### src/rtl/multihot_serial_encoder_pkg.sv
// Shared types for the multi-hot serial encoder: FSM state encoding.
package multihot_serial_encoder_pkg;

    typedef enum logic {
        ST_IDLE = 1'b0,
        ST_EMIT = 1'b1
    } state_t;

endpackage

### src/rtl/multihot_serial_encoder_prio_enc.sv
// Combinational priority encoder: index of the lowest (or highest) set bit of pend.
module prio_enc #(
    parameter int N         = 8,
    parameter bit MSB_FIRST = 1'b0,
    localparam int W        = $clog2(N)
) (
    input  logic [N-1:0] pend,
    output logic [W-1:0] idx,
    output logic         any
);

    // Scan so that the winning bit is the last one to overwrite idx.
    always_comb begin
        idx = '0;
        if (MSB_FIRST) begin
            for (int i = 0; i < N; i++) begin
                if (pend[i]) idx = W'(i);
            end
        end else begin
            for (int i = N - 1; i >= 0; i--) begin
                if (pend[i]) idx = W'(i);
            end
        end
    end

    assign any = |pend;

endmodule

### src/rtl/multihot_serial_encoder.sv
// Accepts a multi-hot vector and streams the index of each set bit, one per output beat.
module multihot_serial_encoder
    import multihot_serial_encoder_pkg::*;
#(
    parameter int N         = 8,
    parameter bit MSB_FIRST = 1'b0,
    localparam int W        = $clog2(N)
) (
    input  logic         clk,
    input  logic         rst,
    input  logic         in_valid,
    output logic         in_ready,
    input  logic [N-1:0] in_vec,
    output logic         out_valid,
    input  logic         out_ready,
    output logic [W-1:0] out_idx,
    output logic         out_last,
    output logic         zero_err,
    output logic         busy
);

    state_t       state_reg;
    logic [N-1:0] pend_reg;
    logic [N-1:0] clear_mask;
    logic [W-1:0] sel_idx;
    logic         sel_any;
    logic         single;

    prio_enc #(
        .N         (N),
        .MSB_FIRST (MSB_FIRST)
    ) u_prio (
        .pend (pend_reg),
        .idx  (sel_idx),
        .any  (sel_any)
    );

    // Exactly one bit left: clearing the lowest set bit leaves nothing.
    assign single     = sel_any && ((pend_reg & (pend_reg - N'(1))) == '0);
    assign clear_mask = N'(1) << sel_idx;

    assign out_valid = (state_reg == ST_EMIT);
    assign busy      = (state_reg == ST_EMIT);
    assign out_idx   = sel_idx;
    assign out_last  = out_valid && single;
    assign in_ready  = (state_reg == ST_IDLE) && !rst;

    always_ff @(posedge clk or posedge rst) begin
        if (rst) begin
            state_reg <= ST_IDLE;
            pend_reg  <= '0;
            zero_err  <= 1'b0;
        end else begin
            zero_err <= 1'b0;
            if (state_reg == ST_IDLE) begin
                if (in_valid) begin
                    if (in_vec == '0) begin
                        zero_err <= 1'b1;
                    end else begin
                        pend_reg  <= in_vec;
                        state_reg <= ST_EMIT;
                    end
                end
            end else begin
                if (out_ready) begin
                    pend_reg <= pend_reg & ~clear_mask;
                    if (single) state_reg <= ST_IDLE;
                end
            end
        end
    end

endmodule

### config.mk
export PLATFORM = sky130hd
export DESIGN_NAME = multihot_serial_encoder
export DESIGN_NICKNAME = d
export VERILOG_FILES = /design/src/rtl/multihot_serial_encoder_pkg.sv /design/src/rtl/multihot_serial_encoder_prio_enc.sv /design/src/rtl/multihot_serial_encoder.sv
export SDC_FILE = /design/constraint.sdc
export NUM_CORES = 1
export LEC_CHECK = 0
export CORE_ASPECT_RATIO = 1.25
export CORE_MARGIN = 2
export CORE_UTILIZATION = 28
export CTS_CLUSTER_DIAMETER = 120
export DETAILED_ROUTE_END_ITERATION = 6
export PLACE_DENSITY_LB_ADDON = 0.1
export SKIP_LAST_GASP = 1
export SLEW_MARGIN = 0
export SYNTH_ARGS = -nofsm -noshare
export SYNTH_HDL_FRONTEND = slang
export SYNTH_SLANG_ARGS = --single-unit
### constraint.sdc
create_clock -name clk -period 5.7 [get_ports clk]
set_clock_uncertainty 0.15 [all_clocks]
set_input_delay 1.71 -clock clk [delete_from_list [all_inputs] [get_ports clk]]
set_output_delay 1.71 -clock clk [all_outputs]
set_load 0.02 [all_outputs]
==> results of run 1 <==
[logic make-up after synthesis]
logic type | Yosys count | share of synthesized area [%]
buffers and inverters | 12 | 14.26
XOR/XNOR | 1 | 1.264
AND/OR/NAND/NOR | 26 | 20.22
flip-flops | 10 | 36.10
AO/OA/AOI/OAI | 26 | 26.72
adder cells (fa/ha/maj) | 1 | 1.444
[worst register-to-register path, cell delays in order (launching register included)]
cell and delay, ns:
dfrtp_1 0.54, nand2b_1 0.24, a21oi_1 0.37, nor2_1 0.17, a221o_1 0.32
[layout make-up]
class                   count  area, um^2
multi-input cells          54       344.1
clock buffers               3       22.52
well taps                  33       41.29
inverters                   4       15.01
repair buffers             19       190.2
fillers                   260        1539
flip-flops and latches     10       250.2
[power breakdown]
group          switching [mW]  leakage (nW)  total (mW)  internal (mW)
clock                  0.0251        0.0138      0.0495         0.0244
combinational           0.137         0.217       0.290          0.153
sequential             0.0613         0.128       0.157         0.0961
total                   0.224         0.358       0.497          0.273
[routing by layer]
metal	vias to the layer above	GRT usage (%)	share of wire (%)
li1	311	-	-
met1	289	17.81	48
met2	11	22.02	46
met3	4	3.788	3.9
met4	0	8.571	2.5
met5	-	0	0
[synth_stat cells (all sizes together)]
cell type	n	area, um^2
dfrtp	10	250.2
o21ai	7	35.03
buf	6	56.30
a21oi	5	25.02
nor2	5	18.77
a22o	4	35.03
inv	4	15.01
nand2	4	15.01
nor3	4	20.02
nor4	4	25.02
a221o	3	30.03
clkbuf	2	27.53
nand2b	2	12.51
nand3	2	10.01
o311a	2	21.27
a31oi	1	6.260
a32oi	1	8.760
and2	1	6.260
and2b	1	8.760
and3	1	6.260
maj3	1	10.01
o2111ai	1	8.760
o21bai	1	7.510
o31ai	1	7.510
or3	1	6.260
or4	1	11.26
xor2	1	8.760
[worst max path at each step]
stage	depth (start not counted)	endpoint	slack [ns]
2_1_floorplan	1	in_ready	1.85
3_3_place_gp	3	in_ready	1.02
3_5_place_dp	3	in_ready	1.01
4_1_cts	3	in_ready	1.01
5_1_grt	3	in_ready	0.97
6_report	3	in_ready	1.02
[stage by stage]
step / instances / power [mW] / instance area [um^2] / worst slack (ns) / hold WS (ns)
after floorplan: 76 / 0.3695 / 693.2 / 1.850 / 0.4316
final: 123 / 0.4968 / 863.3 / 1.019 / 0.5016
after global routing: 123 / 0.5415 / 863.3 / 0.9703 / 0.5373
after detailed placement: 120 / 0.4508 / 840.8 / 1.011 / 0.4748
after global placement: 120 / 0.4512 / 840.8 / 1.020 / 0.4810
after CTS: 123 / 0.5020 / 863.3 / 1.008 / 0.4993
==> metrics.yaml, run 1 <==
clock-sinks: 10
rows: 20
hold_viol: 0
cp_common_cell: "clkdlybuf4s50_1"
drt_iter0_markers: 4
fin_crit_ns: 4.681
p_leak_nw: 0.3583
syn_nets: 88
worst_ir_drop_vdd_v: 0.0003024
avgSynthCellArea_um2: 9.121
core-area_um2: 2402
drc_errors: 0
n_antenna_cell: 0
regToRegEndpoint: "pend_reg[7]"
hold_class: "reg2reg"
critPathTopFamily: "buffers and inverters"
track_usage_pct: 14.19
syn-cell-area_um2: 693.2
power_density_nw_per_um2: 575.4
chipWidth_um: 48.50
seq_area_frac_synth_pct: 36.10
post_cts_buffers: 0
crit_path_start: "rst"
status: "completed"
slew_headroom_pct: 67.48
htreeDepth: 1
clk_latency_ns: 0.26
cp-start-kind: "input port"
grt_setup_unrepaired: "false"
final_cell_mix: "clkdlybuf4s50_1 (19), dfrtp_1 (10), a21oi_1 (5), o21ai_0 (5), nor2_1 (5)"
antenna_found_initial: 0
rr_worst_depth: 4
max_clock_freq_mhz: 213.6
cp_data_required_time_ns: 3.84
end_kind: "output port"
min_to: "pend_reg[7]"
setup_viol: 0
cp_max_fo: 2
min_from: "pend_reg[7]"
path_cells: "clkdlybuf4s50_1, nor2_1, clkdlybuf4s50_1"
slew_viol_final: 0
grt_pass1_vias: 595
worst_pin_slew_ns: 0.4833
vias_per_cell: 5.000
grt_max_degree: 16
hpwl_um: 1293
initial_core_util_pct: 28.85
path_clk_slew_ns: 0.07
cts_buffer_depth: 2
antenna_left: 0
cts-buffers-inserted: 3
tns_ns: 0
num_vias: 615
portBuffers: 19
syn_to_final_growth_pct: 24.55
cts_tree: "built"
yosysUniqueCellTypes: 31
ctsResizeCount: 0
r2r_slack_ns: 3.79
slowest_stage: "clkdlybuf4s50_1"
grt_pass1_wl_um: 3022
ios: 20
synth-seq-cells: 10
cts_root_buffer: "clkbuf_4"
hold_depth: 1
wl_per_cell_um: 14.39
overflow: 0
gp_congestion: 0.7681
worst-path-buf-inv: 2
first_pass_iters: 4
cp.arrival_ns: 2.82
die_y_um: 59.63
drv_cap: 0
yosys_warnings: 0
wirelength_um: 1770
reg2reg_from: "busy"
layout_commonest_cell: "clkdlybuf4s50_1"
criticalPathCategory: "in2out"
drive_above_1_share_pct: 6.667
finalCritPeriodShare_pct: 82.12
synth_cells: 76
nNetsFinal: 104
ctsHoldBuffers: 0
dieArea_um2: 2892
final_core_util_pct: 35.94
cp_slowest_stage_delay_ns: 0.61
largest_reg_flops: 8
(Power assumes the default switching activity.)
==> run 2: changes to the inputs <==
==> constraint.sdc (replaced) <==
create_clock -name clk -period 4.7 [get_ports clk]
set_clock_uncertainty 0.15 [all_clocks]
set_input_delay 1.41 -clock clk [delete_from_list [all_inputs] [get_ports clk]]
set_output_delay 1.41 -clock clk [all_outputs]
set_load 0.02 [all_outputs]
==> run 2 against run 1 <==
Against the previous run:
- via count rose by 3.7%
- non-clock buffer count did not move
- routed wire length rose by 0.45%
- sequential power rose by 22%
- register-to-register slack got worse by 0.99 ns
- critical endpoint unchanged
- largest cell class unchanged
- largest power group unchanged
==> metrics.yaml, run 2 (synthesized netlist as in run 1, its figures left out) <==
cp_max_fo: 2  # unchanged
drive_above_1_share_pct: 7.692  # was 6.667%
worst_pin_slew_ns: 0.4706  # was 0.4833 ns
ios: 20  # unchanged
rows: 20  # unchanged
wl_per_cell_um: 14.34  # was 14.39 um
drt_iter0_markers: 13  # was 4
clk_latency_ns: 0.27  # was 0.26 ns
final_cell_mix: "clkdlybuf4s50_1 (19), dfrtp_1 (10), a21oi_1 (5), o21ai_0 (5), nor2_1 (5)"  # unchanged
end_kind: "output port"  # unchanged
clock-sinks: 10  # unchanged
status: "completed"  # unchanged
nNetsFinal: 104  # unchanged
layout_commonest_cell: "clkdlybuf4s50_1"  # unchanged
cts-buffers-inserted: 3  # unchanged
dieArea_um2: 2892  # unchanged
cts_root_buffer: "clkbuf_4"  # unchanged
grt_max_degree: 16  # unchanged
hold_class: "reg2reg"  # unchanged
nFillCells: 250  # was 260
grt_pass1_wl_um: 3036  # was 3022 um
largest_reg_flops: 8  # unchanged
grt_pass1_vias: 584  # was 595
vias_per_cell: 5.145  # was 5.000
cp.arrival_ns: 2.53  # was 2.82 ns
gp_congestion: 0.7682  # was 0.7681
fin_crit_ns: 4.086
setup_viol: 0  # unchanged
slew_viol_final: 0  # unchanged
ctsHoldBuffers: 0  # unchanged
power_density_nw_per_um2: 714.5  # was 575.4 nW/um^2
path_clk_slew_ns: 0.08  # was 0.07 ns
drv_cap: 0  # unchanged
n_antenna_cell: 0  # unchanged
worst-path-buf-inv: 2  # unchanged
num_vias: 638  # was 615
syn_to_final_growth_pct: 26.53  # was 24.55%
finalCritPeriodShare_pct: 86.93
place_inst: 120  # unchanged
ctsResizeCount: 0  # unchanged
first_pass_iters: 4  # unchanged
portBuffers: 19  # unchanged
overflow: 0  # unchanged
drc_errors: 0  # unchanged
chipWidth_um: 48.50  # unchanged
initial_core_util_pct: 28.85  # unchanged
cp-start-kind: "input port"  # unchanged
htreeDepth: 1  # unchanged
cp_common_cell: "clkdlybuf4s50_1"  # unchanged
slowest_stage: "clkdlybuf4s50_1"  # unchanged
slew_headroom_pct: 68.34  # was 67.48%
die_y_um: 59.63  # unchanged
cts_tree: "built"  # unchanged
track_usage_pct: 14.08  # was 14.19%
wirelength_um: 1778  # was 1770 um
post_cts_buffers: 0  # unchanged
p_leak_nw: 0.3655  # was 0.3583 nW
cp_slowest_stage_delay_ns: 0.61  # about the same
grt_setup_unrepaired: "false"  # unchanged
hpwl_um: 1310  # was 1293 um
criticalPathCategory: "in2out"  # unchanged
antenna_found_initial: 0  # unchanged
max_clock_freq_mhz: 244.8
hold_viol: 0  # unchanged
antenna_left: 0  # unchanged
cp_data_required_time_ns: 3.14  # was 3.84 ns
final_cells: 124  # was 123
tns_ns: 0  # unchanged
worst_ir_drop_vdd_v: 0.0004066  # was 0.0003024 V
critPathTopFamily: "buffers and inverters"  # unchanged
path_cells: "clkdlybuf4s50_1, nor2_1, clkdlybuf4s50_1"  # unchanged
core-area_um2: 2402  # unchanged
cts_buffer_depth: 2  # unchanged
[run 2: cell count changes in the layout (fill, tap and decap cells not counted)]
cell / before / now
clkbuf_8: 0 / 1
[run 2: area by class of cell]
class | count | area, um^2 | area share, %
inverters | 4 | 15.01 | 1.712
repair buffers | 19 | 190.2 | 21.68
multi-input cells | 54 | 344.1 | 39.23
flip-flops and latches | 10 | 250.2 | 28.53
well taps | 33 | 41.29 | 4.708
clock buffers | 4 | 36.28 | 4.137
[run 2: worst paths after layout]
kind / start / to / slack (ns) / depth (start not counted)
worst max-delay path: rst / in_ready / 0.61 / 3
worst min-delay path: pend_reg[7] / pend_reg[7] / 0.52 / 1
worst max register to register: pend_reg[1] / pend_reg[6] / 2.80 / 3
worst min register to register: pend_reg[7] / pend_reg[7] / 0.52 / 1
max in group asynchronous: rst / pend_reg[4] / 2.81 / 2
min in group asynchronous: rst / pend_reg[6] / 1.30 / 2
[run 2: through the flow]
stage	instance area (um^2)	worst slack, ns	power [mW]	hold WS, ns	util, %
after floorplan	693.2	1.450	0.4481	0.4316	-
after global placement	840.8	0.6198	0.5472	0.4810	35.00
after detailed placement	840.8	0.6079	0.5487	0.4844	35.00
after CTS	877.1	0.6053	0.6320	0.5074	36.51
after global routing	877.1	0.5720	0.6789	0.5399	36.51
final	877.1	0.6143	0.6267	0.5222	36.51
[run 2: power breakdown]
part           internal [mW]  total, mW  switching, mW  leakage [nW]
combinational          0.185      0.353          0.167         0.217
sequential             0.116      0.191         0.0749         0.128
clock                 0.0471     0.0828         0.0357        0.0210
[run 2: routing by layer]
metal  up-vias  wire length, um  GRT usage, %
li1        314                -             -
met1       310              847         18.13
met2        10              827         21.43
met3         4               54         2.273
met4         0               48         10.61
met5         -                0             0
==> run 3: changes to the inputs <==
--- a/config.mk
+++ b/config.mk
@@ -8,9 +8,10 @@
 export CORE_ASPECT_RATIO = 1.25
 export CORE_MARGIN = 2
 export CORE_UTILIZATION = 28
+export CTS_BUF_LIST = sky130_fd_sc_hd__clkbuf_16
 export CTS_CLUSTER_DIAMETER = 120
 export DETAILED_ROUTE_END_ITERATION = 6
-export PLACE_DENSITY_LB_ADDON = 0.1
+export PLACE_DENSITY_LB_ADDON = 0.08
 export SKIP_LAST_GASP = 1
 export SLEW_MARGIN = 0
 export SYNTH_ARGS = -nofsm -noshare
==> run 3 against run 2 <==
Against the previous run:
- maximum frequency hardly changed
- sequential share of layout area is 1.3 points lower
- design area is 4.9% higher
- clock-buffer cell count is 1 lower
- routed wire length is 0.67% lower
- critical path type unchanged
- highest routed layer unchanged
==> metrics.yaml, run 3 (synthesized netlist as in run 1, its figures left out) <==
wl_per_cell_um: 14.24  # was 14.34 um
hold_class: "reg2reg"  # unchanged
drc_errors: 0  # unchanged
cts_tree: "built"  # unchanged
cp_data_required_time_ns: 3.14  # about the same
worst_slack_ns: 0.6150  # was 0.6143 ns
path_clk_slew_ns: 0.04  # was 0.08 ns
final_cell_mix: "clkdlybuf4s50_1 (19), dfrtp_1 (10), a21oi_1 (5), o21ai_0 (5), nor2_1 (5)"  # unchanged
nFillCells: 263  # was 250
post_cts_buffers: 0  # unchanged
layout_commonest_cell: "clkdlybuf4s50_1"  # unchanged
grt_pass1_vias: 629  # was 584
setup_viol: 0  # unchanged
power_density_nw_per_um2: 757.9  # was 714.5 nW/um^2
regArea_um2: 250.2  # unchanged
path_cells: "clkdlybuf4s50_1, nor2_1, clkdlybuf4s50_1"  # unchanged
overflow: 0  # unchanged
ios: 20  # unchanged
grt_pass1_wl_um: 3015  # was 3036 um
antenna_found_initial: 0  # unchanged
worst-path-buf-inv: 2  # unchanged
chipWidth_um: 48.50  # unchanged
tns_ns: 0  # unchanged
fin_crit_ns: 4.085  # was 4.086 ns
ctsResizeCount: 0  # unchanged
grt_setup_unrepaired: "false"  # unchanged
ctsHoldBuffers: 0  # unchanged
track_usage_pct: 14.36  # was 14.08%
cp_slowest_stage_delay_ns: 0.61  # about the same
first_pass_iters: 4  # unchanged
initial_core_util_pct: 28.85  # unchanged
clock-sinks: 10  # unchanged
slew_headroom_pct: 67.20  # was 68.34%
vias_per_cell: 4.984  # was 5.145
cp-start-kind: "input port"  # unchanged
largest_reg_flops: 8  # unchanged
max_clock_freq_mhz: 244.8  # about the same
slew_viol_final: 0  # unchanged
cp.arrival_ns: 2.53  # about the same
antenna_left: 0  # unchanged
cp_common_cell: "clkdlybuf4s50_1"  # unchanged
p_leak_nw: 0.3830  # was 0.3655 nW
cts_buffer_depth: 2  # unchanged
cp_max_fo: 2  # unchanged
nNetsFinal: 104  # unchanged
cts_root_buffer: "clkbuf_16"  # was clkbuf_4
core-area_um2: 2402  # unchanged
rows: 20  # unchanged
htreeDepth: 1  # unchanged
status: "completed"  # unchanged
worst_pin_slew_ns: 0.4875  # was 0.4706 ns
critPathTopFamily: "buffers and inverters"  # unchanged
drv_cap: 0  # unchanged
slowest_stage: "clkdlybuf4s50_1"  # unchanged
portBuffers: 19  # unchanged
worst_ir_drop_vdd_v: 0.0003060  # was 0.0004066 V
drt_iter0_markers: 9  # was 13
hold_viol: 0  # unchanged
final_core_util_pct: 38.28  # was 36.51%
num_vias: 618  # was 638
criticalPathCategory: "in2out"  # unchanged
detailedPlace.worstSlack_ns: 0.6125  # was 0.6079 ns
gp_congestion: 0.7667  # was 0.7682
n_antenna_cell: 0  # unchanged
syn_to_final_growth_pct: 32.67  # was 26.53%
die_y_um: 59.63  # unchanged
p_total_mw: 0.6970  # was 0.6267 mW
drive_above_1_share_pct: 6.593  # was 7.692%
multiInputGateArea_um2: 344.1  # unchanged
dieArea_um2: 2892  # unchanged
end_kind: "output port"  # unchanged
hpwl_um: 1307  # was 1310 um
finalCritPeriodShare_pct: 86.91  # was 86.93%
clk_latency_ns: 0.24  # was 0.27 ns
wirelength_um: 1766  # was 1778 um
grt_max_degree: 16  # unchanged
cts-buffers-inserted: 3  # unchanged
[run 3: cell types whose count changed in the layout (fill, tap and decap cells not counted), sizes merged]
cell,previous run,this run
clkbuf,4,3
clkinv,0,1
[run 3: power breakdown]
part	leakage (nW)	internal [mW]	total, mW	switching, mW
clock network	0.0385	0.112	0.153	0.0413
logic	0.217	0.185	0.354	0.168
registers	0.128	0.117	0.190	0.0733
total	0.383	0.414	0.697	0.283
[run 3: area by class of cell]
class                   count  share of cell area [%]
multi-input cells          54                   37.41
flip-flops and latches     10                   27.21
repair buffers             19                   20.68
clock buffers               3                   8.163
well taps                  33                   4.490
inverters                   4                   1.633
clock inverters             1                  0.4082
[run 3: through the flow]
step | hold WS, ns | std cells | instance area (um^2)
after floorplan | 0.4316 | 76 | 693.2
after global placement | 0.4883 | 120 | 840.8
after detailed placement | 0.4845 | 120 | 840.8
after CTS | 0.5006 | 124 | 919.6
after global routing | 0.5374 | 124 | 919.6
final | 0.5013 | 124 | 919.6
[run 3: worst paths after layout]
| path | startpoint | to | cells after the start | slack, ns |
|---|---|---|---|---|
| min in group asynchronous | rst | pend_reg[7] | 2 | 1.33 |
| setup reg to reg | pend_reg[1] | pend_reg[6] | 3 | 2.81 |
| max in group asynchronous | rst | zero_err | 2 | 2.79 |
| hold / removal | pend_reg[7] | pend_reg[7] | 1 | 0.50 |
| setup / recovery | rst | in_ready | 3 | 0.61 |
| hold reg to reg | pend_reg[7] | pend_reg[7] | 1 | 0.50 |
[run 3: metal layers]
metal | up-vias | GRT usage (%) | share of wire (%)
met5 | - | 0 | 0
met4 | 0 | 9.796 | 3.3
met3 | 5 | 2.778 | 4.0
met2 | 18 | 22.62 | 49
met1 | 284 | 17.97 | 43
li1 | 311 | - | -
